File: config.mk
export PLATFORM = sky130hd
export DESIGN_NAME = mem_arbiter
export DESIGN_NICKNAME = d
export VERILOG_FILES = /design/src/rtl/mem_arbiter_pkg.sv /design/src/rtl/mem_arbiter.sv
export SDC_FILE = /design/constraint.sdc
export NUM_CORES = 1
export LEC_CHECK = 0
export BUFFER_PORTS_ARGS = -buffer_cell sky130_fd_sc_hd__buf_4
export CORE_AREA = 3 3 104 106
export DETAILED_ROUTE_END_ITERATION = 16
export DIE_AREA = 0 0 107 109
export SETUP_SLACK_MARGIN = 0.05
export SLEW_MARGIN = 20
export SYNTH_ARGS = -nofsm -noshare
export SYNTH_HDL_FRONTEND = slang
export SYNTH_SLANG_ARGS = --single-unit
export TNS_END_PERCENT = 10
File: constraint.sdc
create_clock -name clk -period 1.1 [get_ports clk]
set_clock_uncertainty 0.05 [all_clocks]
set_input_delay 0.055 -clock clk [delete_from_list [all_inputs] [get_ports clk]]
set_output_delay 0.055 -clock clk [all_outputs]
set_load 0.03 [all_outputs]
File: src/rtl/mem_arbiter_pkg.sv
// mem_arbiter_pkg: shared owner-state encoding and default bus widths for mem_arbiter.
package mem_arbiter_pkg;
  localparam int ADDR_W_DEF = 32;
  localparam int DATA_W_DEF = 32;
  typedef enum logic [1:0] {NONE, RSP_I, RSP_D} owner_t;
endpackage

File: src/rtl/mem_arbiter.sv
// mem_arbiter: two-port (fetch/data) single-memory arbiter with one-cycle response routing.
// Optional MEM_ARB_FAIRNESS_EN adds a fetch starvation counter that overrides data priority.
module mem_arbiter
  import mem_arbiter_pkg::*;
#(
  parameter int ADDR_W     = ADDR_W_DEF,
  parameter int DATA_W     = DATA_W_DEF,
  parameter int STARVE_MAX = 4
) (
  input  logic                clk,
  input  logic                rst_n,
  input  logic                i_req_valid,
  output logic                i_req_ready,
  input  logic [ADDR_W-1:0]   i_req_addr,
  output logic                i_rsp_valid,
  output logic [DATA_W-1:0]   i_rsp_data,
  input  logic                d_req_valid,
  output logic                d_req_ready,
  input  logic [ADDR_W-1:0]   d_req_addr,
  input  logic                d_req_we,
  input  logic [DATA_W-1:0]   d_req_wdata,
  input  logic [DATA_W/8-1:0] d_req_mask,
  output logic                d_rsp_valid,
  output logic [DATA_W-1:0]   d_rsp_data,
  output logic                mem_en,
  output logic                mem_we,
  output logic [ADDR_W-1:0]   mem_addr,
  output logic [DATA_W-1:0]   mem_wdata,
  output logic [DATA_W/8-1:0] mem_mask,
  input  logic [DATA_W-1:0]   mem_rdata
);
  logic   fetch_pri;
  logic   i_gnt, d_gnt;
  logic   wr_q;
  owner_t owner;
`ifdef MEM_ARB_FAIRNESS_EN
  localparam int CW = $clog2(STARVE_MAX + 1);
  logic [CW-1:0] starve;
  assign fetch_pri = starve == CW'(STARVE_MAX);
  // Fetch is always granted once saturated, so incrementing only below the cap saturates it.
  always_ff @(posedge clk or negedge rst_n)
    if (!rst_n) starve <= '0;
    else if (i_gnt) starve <= '0;
    else if (i_req_valid && !fetch_pri) starve <= starve + 1'b1;
`else
  assign fetch_pri = 1'b0;
`endif
  assign d_req_ready = d_req_valid && !(fetch_pri && i_req_valid);
  assign i_req_ready = i_req_valid && (!d_req_valid || fetch_pri);
  assign d_gnt       = d_req_ready;
  assign i_gnt       = i_req_ready;
  assign mem_en      = i_gnt || d_gnt;
  assign mem_we      = d_gnt && d_req_we;
  assign mem_addr    = d_gnt ? d_req_addr : i_req_addr;
  assign mem_wdata   = d_gnt ? d_req_wdata : '0;
  assign mem_mask    = d_gnt ? d_req_mask : '0;
  always_ff @(posedge clk or negedge rst_n)
    if (!rst_n) begin
      owner <= NONE;
      wr_q  <= 1'b0;
    end else begin
      owner <= d_gnt ? RSP_D : i_gnt ? RSP_I : NONE;
      wr_q  <= d_gnt && d_req_we;
    end
  assign i_rsp_valid = owner == RSP_I;
  assign d_rsp_valid = owner == RSP_D;
  assign i_rsp_data  = i_rsp_valid ? mem_rdata : '0;
  assign d_rsp_data  = (d_rsp_valid && !wr_q) ? mem_rdata : '0;
endmodule

==> metrics.md, run 1 <==
| Metric | Value |
|---|---|
| Area contributors post-synth | mux2_4 28%, and4bb_2 20%, and3b_1 17% |
| Clock power frac | 12.9% |
| Syn_nets | 303 |
| Outcome | complete, but fails checks |
| Leak | 2.33 nW |
| Register area share after synthesis | 4.58% |
| Clock Tree Buf Depth | 2 |
| First-pass GRT wire length | 11800 um |
| Hold_ws | 0.0528 ns |
| Final wirelength | 8660 um |
| Initial antenna violation count | 0 |
| Worst relative slew slack | 84.6% |
| VDD IR max | 0.286 mV |
| Vias in the first global route | 2292 |
| CP Cell Sequence | buf_12, nor4bb_4, buf_4 |
| Clock sink total | 3 |
| Critical path capture point type | output port |
| Core Area | 9860 um2 |
| Routed vias | 2354 |
| Slowest-stage cell, CP | dfrtp_2 |
| Least-Margin Pin Slew | 0.231 ns |
| Total grt overflow | 0 |
| Setup-failing EPs final | 66 |
| Drt drc | 0 |
| Int Pwr | 0.00141 W |
| FF+latch count, synth | 3 |
| Largest net degree at the start of global routing | 67 |
| Initial Utilization | 16.6% |
| Setup TNS | -17.10 ns |
| Final WS setup | -0.313 ns |
| Crit path kind | reg -> out |
| Area delta synth->final | 163% |
| Fin util | 43.7% |
| # IOs | 275 |
| Failing checks | negative setup slack |
| Min Tclk post-route | 1.41 ns |
| Antenna viol nets, final | 0 |
| Mapped Avg Cell Area | 9.88 um2 |
| GPL Wtd Cong | 0.705 |
| Final #Nets | 570 |
| Max capacitance violation total | 0 |
| Max Clock Freq | 708 MHz |
| DR vias/cell | 4.17 |
| Post-synth cell types | 14 |
| Synth top area share | 28.4% |
| Placement Rows | 36 |
| Yosys warns | 0 |
| Net Sw Frac | 42.3% |
| Gate power share | 82.0% |
| Crit path DAT | 1.31 ns |
| Filler cells | 925 |
| Critical Path Max Stage Delay | 0.42 ns |
| Sequential power share | 5.1% |
| Routed wire per std cell | 15.3 um |
| Initial DRT Pass Iterations | 3 |
| GRT Util Overall | 12.4% |
| Violation count after the first detailed-route iteration | 94 |
| IO buf count | 274 |
| Die Height | 109 um |
| Tcrit/Tclk final | 128% |
| Switching pwr | 0.00103 W |
| RSZ-0062 raised after global routing | true |
| Slew Limit Fails | 0 |
| Mapped Cells | 166 |
| Clock Root Buffer | clkbuf_8 |
| Full die area | 11700 um2 |
| Layout cell share with drive strength beyond 1 | 83.1% |
| Final Hold Fails | 0 |
| CP max FO | 25 |
| H-tree depth | 1 |
| WP data required | 1.00 ns |
| Power Density | 566 nW/um2 |
| Post-DP HPWL | 6910 um |
| Cell taking the most area after synthesis | mux2_4 |
| TritonCTS clock tree | yes |
| Die X | 107 um |
| ANT cells | 0 |
| Worst Hold Class | in -> reg |
| Syn Std Cell Area | 1640 um2 |
| CP startpoint kind | flip-flop |
| Clock slew at reported path FFs | 0.03 ns |
| CTS buffer count | 3 |
==> stage by stage <==
step | setup WS [ns] | area [um2] | total power (W) | instances
after floorplan | -0.0738 | 1760 | 0.00118 | 166
after global placement | -0.0793 | 3950 | 0.00202 | 557
after detailed placement | -0.0877 | 3950 | 0.00204 | 557
after CTS | -0.317 | 4230 | 0.00243 | 562
after global routing | -0.367 | 4310 | 0.00256 | 565
final | -0.313 | 4310 | 0.00244 | 565
==> registers in the layout, indices dropped and copies added (netlist names) <==
| name | flops |
|---|---|
| owner | 2 |
| wr_q | 1 |
==> critical path: cells and delay by family, from the launching register on <==
family / cells / cell delay [ns]
and+or+nand+nor: 1 / 0.29
DFF: 1 / 0.42
buffers and inverters: 2 / 0.38
==> timing repair <==
action | in CTS | in global routing
hold buffers | 1 | 0
hold endpoints to repair | 3 | 0
pin swaps | 3 | 7
gates resized for setup | 59 | 7
gates cloned | 0 | 2
setup endpoints to repair | 66 | 67
buffers inserted | 0 | 1
==> synthesized netlist by cell type, drive strengths merged <==
library cell and number:
and3b 32, or2 1, nor4bb 6, and4bb 26, and2 37, nor2b 3
mux2 32, buf 18, clkbuf 8, dfrtp 3
==> cell type report <==
type                            instances  area (um2)  area share (%)
Clock buffer                            4        45.0            1.04
Multi-Input combinational cell        137        1490            34.7
Sequential cell                         3        77.6            1.80
Tap cell                              133         166            3.86
Timing Repair Buffer                  288        2530            58.6
==> cells by family (layout without fill, tap and decap cells) <==
group | count (synthesis) | count (layout) | synth area share [%]
DFF | 3 | 3 | 4.58
and+or+nand+nor | 105 | 105 | 56.2
buffers and inverters | 26 | 292 | 10.1
muxes | 32 | 32 | 29.1
==> power by group through the flow <==
stage,Combinational (W),Sequential (W),Clock [W]
floorplan,0.00106,0.000123,0
global route,0.00210,0.000126,0.000336
finish,0.00200,0.000125,0.000314
detailed placement,0.00191,0.000124,0
global placement,0.00190,0.000123,0
CTS,0.00198,0.000122,0.000325
==> metal layers <==
layer	vias to the layer above	global-route usage (%)	wire (um)	share of wire, %
met5	-	0	0	0
met4	0	2.74	113	1.3
met3	10	4.38	974	11
met2	148	25.3	4850	56
met1	1059	11.8	2720	31
li1	1137	-	-	-
==> layout by cell type (no fill, tap or decap) <==
cell / synthesis / routed
buf_4: 3 / 214
buf_6: 6 / 64
and2_1: 37 / 37
and3b_1: 32 / 32
mux2_4: 31 / 31
and4bb_2: 26 / 26
buf_12: 0 / 7
nor4bb_4: 0 / 6
clkbuf_8: 0 / 3
nor2b_2: 0 / 2
clkbuf_16: 0 / 2
dfrtp_2: 0 / 2
or2_2: 1 / 1
mux2_2: 1 / 1
nor2b_1: 3 / 1
clkbuf_1: 7 / 1
dlygate4sd3_1: 0 / 1
dfrtp_1: 3 / 1
==> final timing paths <==
kind                       startpoint            end  cells past startpoint
worst max-delay path         owner[0]  d_rsp_data[4]                      3
worst min-delay path         d_req_we           wr_q                      2
max in group asynchronous       rst_n       owner[1]                      2
min in group asynchronous       rst_n       owner[0]                      2
No activity file was read; power rests on OpenSTA's default activity.
==> inputs of run 2 (changes only) <==
- BUFFER_PORTS_ARGS: -buffer_cell sky130_fd_sc_hd__buf_4 -> -buffer_cell sky130_fd_sc_hd__buf_2
==> metrics.md, run 2 (synthesis gave the netlist of run 1 again) <==
| Metric | Value |
|---|---|
| Outcome | complete, but fails checks |
| Failing checks | negative setup slack |
| Full die area | 11700 um2 (unchanged) |
| Vias in the first global route | 2218 (-3.2%) |
| RSZ-0062 raised after global routing | true |
| Final wirelength | 7840 um (-9.4%) |
| Initial DRT Pass Iterations | 3 (unchanged) |
| Clock sink total | 3 (unchanged) |
| WP data required | 1.00 ns (about the same) |
| Max reg flops | 2 (unchanged) |
| Min Tclk post-route | 1.41 ns (+0.00155 ns) |
| WHS Path Cells | 2 (unchanged) |
| Most common cell after layout, fill and taps aside | buf_2 |
| Tcrit/Tclk final | 129% (+0.14 points) |
| Crit path kind | reg -> out |
| Met2 usage in global routing | 23.6% (-1.7 points) |
| Non-Filler Instances | 561 (-0.71%) |
| Leading cell types in the layout, fill and taps excluded | 205 x buf_2, 53 x buf_6, 37 x and2_1 |
| Least-Margin Pin Slew | 0.252 ns (+0.0214 ns) |
| Worst Hold Class | in -> reg |
| CP startpoint kind | flip-flop |
| Most Used Layer, Global Route | met2 |
| Total chip power | 0.00214 W (-12%) |
| # Post-CTS Setup Buffers | 0 (unchanged) |
| H-tree depth | 1 (unchanged) |
| GPL Wtd Cong | 0.738 (+4.7%) |
| Crit path DAT | 1.31 ns (about the same) |
| Setup-failing EPs final | 66 (unchanged) |
| Antenna viol nets, final | 0 (unchanged) |
| Max Clock Freq | 707 MHz (-0.11%) |
| Initial antenna violation count | 0 (unchanged) |
| IO buf count | 274 (unchanged) |
| Clock Root Buffer | clkbuf_8 |
| Hold_ws | 0.0652 ns (+0.0124 ns) |
| Die X | 107 um (unchanged) |
| Met3 Resource Use GR | 3.97% (-0.41 points) |
| # IOs | 275 (unchanged) |
| Placed insts | 556 (-0.18%) |
| Clock Tree Buf Depth | 2 (unchanged) |
| Die Height | 109 um (unchanged) |
| Biggest register | owner |
| First-pass GRT wire length | 11100 um (-5.7%) |
| Routed vias | 2268 (-3.7%) |
| Clock slew at reported path FFs | 0.03 ns (about the same) |
| Area delta synth->final | 123% |
| Leak | 2.12 nW (-9.1%) |
| Final #Nets | 566 (-0.70%) |
| Final Hold Fails | 0 (unchanged) |
| Initial Utilization | 16.6% (unchanged) |
| Placement Rows | 36 (unchanged) |
| ANT cells | 0 (unchanged) |
| Power Density | 585 nW/um2 (+3.5%) |
| Final WS setup | -0.314 ns (-0.00155 ns) |
| Largest net degree at the start of global routing | 49 (-27%) |
| Max capacitance violation total | 0 (unchanged) |
| CP max FO | 45 (+80%) |
| Slew Limit Fails | 0 (unchanged) |
| Largest regs | owner (2), wr_q (1) |
| DR vias/cell | 4.04 (-3.0%) |
| Filler cells | 1000 (+8.1%) |
| VDD IR max | 0.305 mV (+6.7%) |
| Routed wire per std cell | 14.0 um (-8.8%) |
| Layout cell share with drive strength beyond 1 | 82.7% (-0.39 points) |
| M1 GR Usage | 11.9% (+0.094 points) |
| Pre-CTS setup slack | -0.123 ns (-0.0351 ns) |
| CTS buffer count | 3 (unchanged) |
| Violation count after the first detailed-route iteration | 105 (+12%) |
| Post-DP HPWL | 6530 um (-5.6%) |
| Worst relative slew slack | 83.1% (-1.4 points) |
| TritonCTS clock tree | yes |
| Critical path capture point type | output port |
| Core Area | 9860 um2 (unchanged) |
| Drt drc | 0 (unchanged) |
| GRT Util Overall | 11.7% (-0.75 points) |
| Total grt overflow | 0 (unchanged) |
==> run 2: cell types whose count changed in the layout (fill, tap and decap cells not counted), sizes merged <==
cell,previous run,this run
buf,285,282
clkbuf,6,5
==> run 2: power by group <==
group          switching, W  total, W  internal, W
Clock             0.0000682  0.000315     0.000247
Combinational      0.000931   0.00171     0.000776
Sequential       0.00000592  0.000123     0.000117
Total               0.00100   0.00214      0.00114
==> run 2: critical path: stages, from the launching register on <==
cell and delay [ns]:
dfrtp_2 0.41, buf_12 0.17, nor4bb_4 0.29, buf_4 0.20
==> run 2: worst paths after layout <==
| check | startpoint | endpoint | slack [ns] |
|---|---|---|---|
| max in group asynchronous | rst_n | owner[0] | 0.73 |
| hold / removal | d_req_we | wr_q | 0.07 |
| min in group asynchronous | rst_n | owner[0] | 0.15 |
| setup / recovery | owner[0] | d_rsp_data[4] | -0.31 |
==> run 2: repair_timing <==
action,4_1_cts,5_1_grt
hold buffers,1,0
cloned,0,0
endpoints found under the setup margin,67,90
hold endpoints to repair,3,0
pin swaps,4,3
resized for setup,115,9
==> run 2: stage by stage <==
step / cell area (um2) / setup TNS, ns / utilization, %
after CTS: 3640 / -15.26 / 36.9
after global placement: 3240 / -2.37 / 32.8
after global routing: 3660 / -17.87 / 37.1
after detailed placement: 3240 / -2.92 / 32.8
final: 3660 / -14.99 / 37.1
after floorplan: 1760 / -2.25 / -
==> run 2: routing by layer <==
layer / wire length (um) / vias up
li1: - / 1130
met5: 0 / -
met2: 4290 / 142
met1: 2630 / 994
met3: 908 / 2
met4: 20 / 0
==> run 2: layout make-up <==
cell class	instances	area (um2)	area share, %
clock buffers	4	45.0	1.23
multi-input cells	137	1490	40.7
flip-flops and latches	3	76.3	2.08
well taps	133	166	4.54
repair buffers	284	1880	51.4
